$ cat src/rtl/mac_dot_sequencer.sv
`timescale 1ns/1ps
// Operand-side controller for the 4-bit-scaled MAC: clears it, feeds VEC_LEN pairs, drains the pipeline,
// then rescales the accumulator to 16 bits. Define MAC_SEQ_SAT_EN to saturate instead of wrapping.
module mac_dot_sequencer #(
  parameter int VEC_LEN   = 8,
  parameter int PIPE_LAT  = 2,
  parameter int OUT_SHIFT = 8
) (
  input  logic        clk,
  input  logic        reset,
  input  logic        start,
  output logic        busy,
  input  logic        in_valid,
  output logic        in_ready,
  input  logic [15:0] a_data,
  input  logic [15:0] b_data,
  output logic        mac_rst,
  output logic        mac_ce,
  output logic [15:0] mac_a,
  output logic [15:0] mac_b,
  input  logic [31:0] mac_result,
  output logic        out_valid,
  input  logic        out_ready,
  output logic [15:0] out_data,
  output logic        out_sat
);

  localparam int CW = (VEC_LEN > 1) ? $clog2(VEC_LEN) : 1;
  localparam int DW = (PIPE_LAT > 0) ? $clog2(PIPE_LAT + 1) : 1;
  localparam logic [CW-1:0] LAST_PAIR = CW'(VEC_LEN - 1);
  localparam logic [DW-1:0] DRAIN_END = DW'(PIPE_LAT);

  typedef enum logic [2:0] {S_IDLE, S_CLEAR, S_FEED, S_DRAIN, S_OUTPUT} state_t;

  state_t             state;
  logic [CW-1:0]      pair_cnt;
  logic [DW-1:0]      drain_cnt;
  logic signed [47:0] scaled;
  logic [15:0]        conv_data;

`ifdef MAC_SEQ_SAT_EN
  localparam logic signed [47:0] SAT_MAX = 48'sd32767;
  localparam logic signed [47:0] SAT_MIN = -48'sd32768;
  logic conv_sat;
  logic sat_q;
  assign out_sat = sat_q;
`else
  logic unused_scaled_hi;
  assign unused_scaled_hi = ^scaled[47:16];
  assign out_sat = 1'b0;
`endif

  always_comb begin
    // NOTE: every variable written here gets a default first, so no path can infer a latch.
    scaled    = $signed({{16{mac_result[31]}}, mac_result}) <<< OUT_SHIFT;
    conv_data = scaled[15:0];
`ifdef MAC_SEQ_SAT_EN
    conv_sat = 1'b0;
    if (scaled > SAT_MAX) begin
      conv_data = 16'h7FFF;
      conv_sat  = 1'b1;
    end else if (scaled < SAT_MIN) begin
      conv_data = 16'h8000;
      conv_sat  = 1'b1;
    end
`endif
  end

  assign busy     = (state != S_IDLE);
  assign in_ready = (state == S_FEED);
  // The MAC clear follows reset directly so the accumulator is held cleared for the whole reset.
  assign mac_rst  = reset && (state != S_CLEAR);

  always_ff @(posedge clk or negedge reset) begin
    if (!reset) begin
      state     <= S_IDLE;
      pair_cnt  <= '0;
      drain_cnt <= '0;
      mac_ce    <= 1'b0;
      mac_a     <= '0;
      mac_b     <= '0;
      out_valid <= 1'b0;
      out_data  <= '0;
`ifdef MAC_SEQ_SAT_EN
      sat_q     <= 1'b0;
`endif
    end else begin
      // NOTE: non-blocking assignments throughout, so every register samples pre-edge values;
      // mac_ce defaults low and only a FEED handshake raises it.
      mac_ce <= 1'b0;
      unique case (state)
        S_IDLE: begin
          if (start) state <= S_CLEAR;
        end
        S_CLEAR: begin
          pair_cnt <= '0;
          state    <= S_FEED;
        end
        S_FEED: begin
          if (in_valid) begin
            mac_a  <= a_data;
            mac_b  <= b_data;
            mac_ce <= 1'b1;
            if (pair_cnt == LAST_PAIR) begin
              pair_cnt  <= '0;
              drain_cnt <= '0;
              state     <= S_DRAIN;
            end else begin
              pair_cnt <= pair_cnt + 1'b1;
            end
          end
        end
        S_DRAIN: begin
          // The last product reaches the accumulator PIPE_LAT cycles after its ce pulse.
          if (drain_cnt == DRAIN_END) begin
            out_data  <= conv_data;
`ifdef MAC_SEQ_SAT_EN
            sat_q     <= conv_sat;
`endif
            out_valid <= 1'b1;
            state     <= S_OUTPUT;
          end else begin
            drain_cnt <= drain_cnt + 1'b1;
          end
        end
        S_OUTPUT: begin
          if (out_ready) begin
            out_valid <= 1'b0;
            state     <= S_IDLE;
          end
        end
        default: state <= S_IDLE;
      endcase
    end
  end

endmodule

$ cat config.mk
export PLATFORM = sky130hd
export DESIGN_NAME = mac_dot_sequencer
export DESIGN_NICKNAME = d
export VERILOG_FILES = /design/src/rtl/mac_dot_sequencer.sv
export SDC_FILE = /design/constraint.sdc
export NUM_CORES = 1
export LEC_CHECK = 0
export ABC_AREA = 1
export CORE_ASPECT_RATIO = 0.7
export CORE_MARGIN = 5
export CORE_UTILIZATION = 38
export CTS_BUF_LIST = sky130_fd_sc_hd__clkbuf_8 sky130_fd_sc_hd__clkbuf_16
export CTS_CLUSTER_DIAMETER = 60
export CTS_CLUSTER_SIZE = 12
export DETAILED_ROUTE_END_ITERATION = 6
export PLACE_DENSITY = 0.89
export SYNTH_ARGS = -nofsm -noshare
export SYNTH_HDL_FRONTEND = slang
export SYNTH_SLANG_ARGS = --single-unit
export TNS_END_PERCENT = 100
$ cat constraint.sdc
create_clock -name clk -period 1.35 [get_ports clk]
set_input_delay 0.27 -clock clk [delete_from_list [all_inputs] [get_ports clk]]
set_output_delay 0.27 -clock clk [all_outputs]
set_load 0.02 [all_outputs]
; ---- Yosys cells after proc, flatten, opt, wreduce, memory -nomap -nowiden
; Cells that the tools add are included.
[word_totals]
ff_bits = 50
inputBits = 69
out_inout_bits = 54
wordCells = 53
[op_classes]
addsub = 2
eq_ne = 13
n_mux = 18
n_reduce_logical = 12
[ops]
columns = cell, count
row1 = 3-bit 2-to-1 mux, 7
row2 = 3-bit case mux with 5 select lines, 1
row3 = 2-bit != test (second input constant), 5
row4 = 3-bit by 2-bit == test with 1-bit output (second input constant), 2
row5 = 3-bit == test (second input constant), 2
row6 = 2-bit 2-to-1 mux, 3
row7 = 3-bit case mux with 2 select lines, 1
row8 = 2-bit AND reduction, 3
row9 = 2-bit nonzero test, 3
row10 = 5-bit AND reduction, 1
row11 = 1-bit 2-to-1 mux, 4
row12 = 2-bit case mux with 2 select lines, 1
row13 = 4-bit AND reduction, 1
row14 = 3-bit by 1-bit adder with 3-bit output (second input constant), 1
row15 = 3-bit by 1-bit == test with 1-bit output (second input constant), 1
row16 = 3-bit logical NOT, 1
row17 = 3-bit by 1-bit != test with 1-bit output (second input constant), 1
row18 = 3-bit AND reduction, 1
row19 = 3-bit nonzero test, 1
row20 = 2-bit by 1-bit adder with 2-bit output (second input constant), 1
row21 = 2-bit == test (second input constant), 1
row22 = 2-bit by 1-bit != test with 1-bit output (second input constant), 1
row23 = 1-bit case mux with 2 select lines, 1
row24 = 1-bit logical AND, 1

; ---- Logic depth before layout (Yosys ltp)
[depth]
depth_word = 4
mapped_depth = 9
ltp_nobuf = 8

; ---- Worst setup path after synthesis
; No wires, ideal clock.
[synth_timing]
path_kind = register to output
start = register state[1]
end = output port mac_rst
arrival_ns = 1.072
required_ns = 1.080
path_slack_ns = 0.008
path_stages_with_launch = 3
n_path_buf = 0
path_cell_list = dfrtp_1 -> inv_1 -> a21boi_0
[synth_between]
elab_chain_cells = 2
[synth_lines]
columns = item, line_no
row1 = from (decl), 35  ; state_t state;
row2 = from (signal assigned), 76  ; state <= S_IDLE;
row3 = from (signal assigned), 93  ; if (start) state <= S_CLEAR;
row4 = from (signal assigned), 97  ; state <= S_FEED;
row5 = 3-bit by 1-bit != test with 1-bit output, 72  ; assign mac_rst = reset && (state != S_CLEAR);
row6 = 1-bit logical AND, 72
row7 = to (decl), 17  ; output logic mac_rst,
; Every way passes these cells.

; ---- Final worst setup path
[layout_timing]
start = register state[2]
end = output port in_ready
[layout_between]
elab_chain_cells = 1
[layout_lines]
columns = item, line_no
row1 = 3-bit by 2-bit == test with 1-bit output, 70  ; assign in_ready = (state == S_FEED);
row2 = to (decl), 14  ; output logic in_ready,
; Every way passes these cells.

==> impl_metrics.py <==
metrics = {
    "clock_tree": {
        "cts_tree": "yes",
        "path_clk_slew_ns": 0.09,
        "numCtsBuffers": 5,
        "clockBufferDepth": 2,
        "postCtsHoldBufs": 0,
        "clockRootBuffer": "clkbuf_8",
        "cts.sinks": 50,
        "insertion_delay_ns": 0.30,
        "cts_max_level": 2,
    },
    "worst_setup_path": {
        "cp-start-kind": "flip-flop",
        "critPathKind": "flip-flop to primary output",
        "critPathBufInv": 2,
        "cp.required_ns": 1.08,
        "endpoint_kind": "primary output",
        "reg2reg_slack_ns": -0.06,
        "slowest_delay_ns": 0.45,
        "critPathSlowestCell": "dfrtp_1",
        "cpLargestDelayFamily": "flip-flops",
        "path_cells": "nor2_4 -> nand2_4 -> inv_4 -> buf_6",
        "worstPathMaxFanout": 3,
        "ff2ff_path_depth": 9,
        "critical_path_depth": 4,
        "crit_arrival_ns": 1.14,
    },
    "sta": {
        "slew_headroom": 0.592,
        "fin_ws_ns": -0.0610,
        "clock-skew-final_ns": 0.0126,
        "worstMarginPinSlew_ns": 0.613,
        "setup_violations": 28,
        "post-route-period-util": 1.05,
        "final_period_minus_worst_setup_slack_ns": 1.41,
        "hold_violations": 0,
        "fmax_mhz": 709,
        "slew_violations": 0,
        "rsz0062_at_grt": "true",
    },
    "yosys": {
        "synthesis.area_um2": 2150,
        "synth_edf_count": 0,
        "synth-main-ff-cell": "dfrtp_1",
        "synth_area_leaders": "dfrtp_1 (58%), nand2_1 (24%), nand3_1 (4.4%), buf_4 (3.5%), ha_1 (1.7%)",
        "synth_top_area_cell": "dfrtp_1",
        "avgSynthCellArea_um2": 8.71,
        "synth-seq-cells": 50,
        "synthArstFlopShare": 1.00,
        "syn_inst": 247,
        "ys_seq_area_frac": 0.582,
        "synth.top_cells.by_count": "nand2_1 (135), dfrtp_1 (50), nand3_1 (19)",
        "yosysMostFrequentCell": "nand2_1",
        "synth_warnings": 0,
        "synth_cell_types": 19,
        "yosys.area.top_type_share": 0.582,
    },
    "floorplan": {
        "die_w_um": 99.9,
        "die_y_um": 72.9,
        "num_rows": 22,
        "fp.dieArea_um2": 7290,
        "io_pins": 123,
        "start_util": 0.401,
        "core-area_um2": 5370,
    },
    "grt": {
        "track_usage": 0.163,
        "overflow": 0,
        "grt_pass1_vias": 2011,
        "grt_pass1_wl_um": 9430,
        "grt_max_degree": 51,
        "antenna_found_initial": 0,
    },
    "hold_path": {
        "hold_class": "input port to asynchronous set/reset pin",
    },
    "drt": {
        "vias": 2024,
        "wl_per_cell_um": 14.3,
        "drt.antenna.violating_nets": 0,
        "drc": 0,
        "via_per_inst": 4.67,
        "dr.first_iter.drc_count": 49,
        "routed_wl_um": 6200,
        "dr.pass1.iters": 4,
    },
    "layout": {
        "nFillCells": 439,
        "area_delta_synth_final_pct": 72.4,
        "drive_gt1_frac": 0.332,
        "fin_util": 0.691,
        "num-nets-final": 432,
        "num_antenna_cells": 0,
    },
    "power_and_ir_drop": {
        "p_total_uw": 8560,
        "powerDensity_nw_per_um2": 2310,
        "ir_worst_vdd_uv": 1120,
        "p_leak_uw": 0.00198,
    },
    "placed_design": {
        "io_buffers": 89,
        "dp_hpwl_um": 4010,
        "routabilityCongestion": 0.783,
    },
    "run_status": {
        "status": "complete, but fails checks",
        "violations": "negative setup slack",
    },
    "job": {
        "max_cap_violations": 0,
    },
}
## path summary, 6_finish.rpt
| path | start | end |
|---|---|---|
| worst max register to register | state[2] | pair_cnt[0] |
| worst min register to register | out_data[12] | out_data[12] |
| worst max-delay path | state[2] | in_ready |
| worst min-delay path | reset | out_data[13] |
| min in group clk | out_data[12] | out_data[12] |
| max in group asynchronous | reset | mac_a[10] |
## layout by cell type, fill, tap and decap left out, drive strengths merged
cell,instances
dlymetal6s2s,1
clkbuf,10
clkdlybuf4s50,42
nand3,19
a21boi,1
dfrtp,50
clkinv,4
nor2,5
buf,25
ha,3
or2,1
conb,9
clkdlybuf4s15,5
nand4,2
nor3,1
dlygate4sd2,34
nand2,139
inv,10
## area by class of cell
| type | count | area, um^2 | area share |
|---|---|---|---|
| Clock buffer | 6 | 82.6 | 0.0223 |
| Clock inverter | 2 | 8.76 | 0.00236 |
| Inverter | 9 | 48.8 | 0.0132 |
| Multi-Input combinational cell | 180 | 1090 | 0.295 |
| Sequential cell | 50 | 1250 | 0.337 |
| Tap cell | 72 | 90.1 | 0.0243 |
| Timing Repair Buffer | 111 | 1090 | 0.294 |
| Timing Repair inverter | 3 | 43.8 | 0.0118 |
## where the power goes
group	switching (uW)	total [uW]	internal (uW)	leakage (uW)
registers	506	2710	2200	0.000620
clock network	470	877	407	0.0000524
logic	2850	4970	2130	0.00131
total	3820	8560	4740	0.00198
## per-stage QoR
step                TNS (ns)  std cells  hold slack, ns  setup slack (ns)  area (um^2)
floorplan                  0        255         -0.0256           0.00784         2180
global route           -3.07        433           0.199            -0.124         3710
CTS                   -0.165        428           0.161           -0.0654         3310
global placement       -5.54        414           0.456            -0.204         3170
detailed placement     -5.56        414           0.462            -0.231         3170
finish                -0.666        433           0.140           -0.0610         3710
## state kept, by name, summed over array words and instances (netlist names)
register	cells
drain_cnt	2
mac_b	16
mac_a	16
state	3
pair_cnt	3
mac_ce	1
out_data	8
out_valid	1
## cell families after synthesis
kind of cell / synth area share
AND/OR/NAND/NOR: 0.316
flip-flops: 0.582
buffers and inverters: 0.0791
adder cells (fa/ha/maj): 0.0175
AO/OA/AOI/OAI: 0.00349
other: 0.00174
## repair_timing
item | CTS | global route
gates cloned | 3 | 3
setup buffers | 3 | 2
setup endpoints to repair | 88 | 52
pin swaps | 3 | 31
gates resized for setup | 68 | 115
## layer usage
metal / global-route usage / vias to the layer above / part of all wire
met5: 0 / - / 0
met4: 0.0364 / 0 / 0.0095
met3: 0.0573 / 7 / 0.084
met2: 0.271 / 77 / 0.48
met1: 0.205 / 967 / 0.42
li1: - / 973 / -
Power figures use the tool's default switching activity.
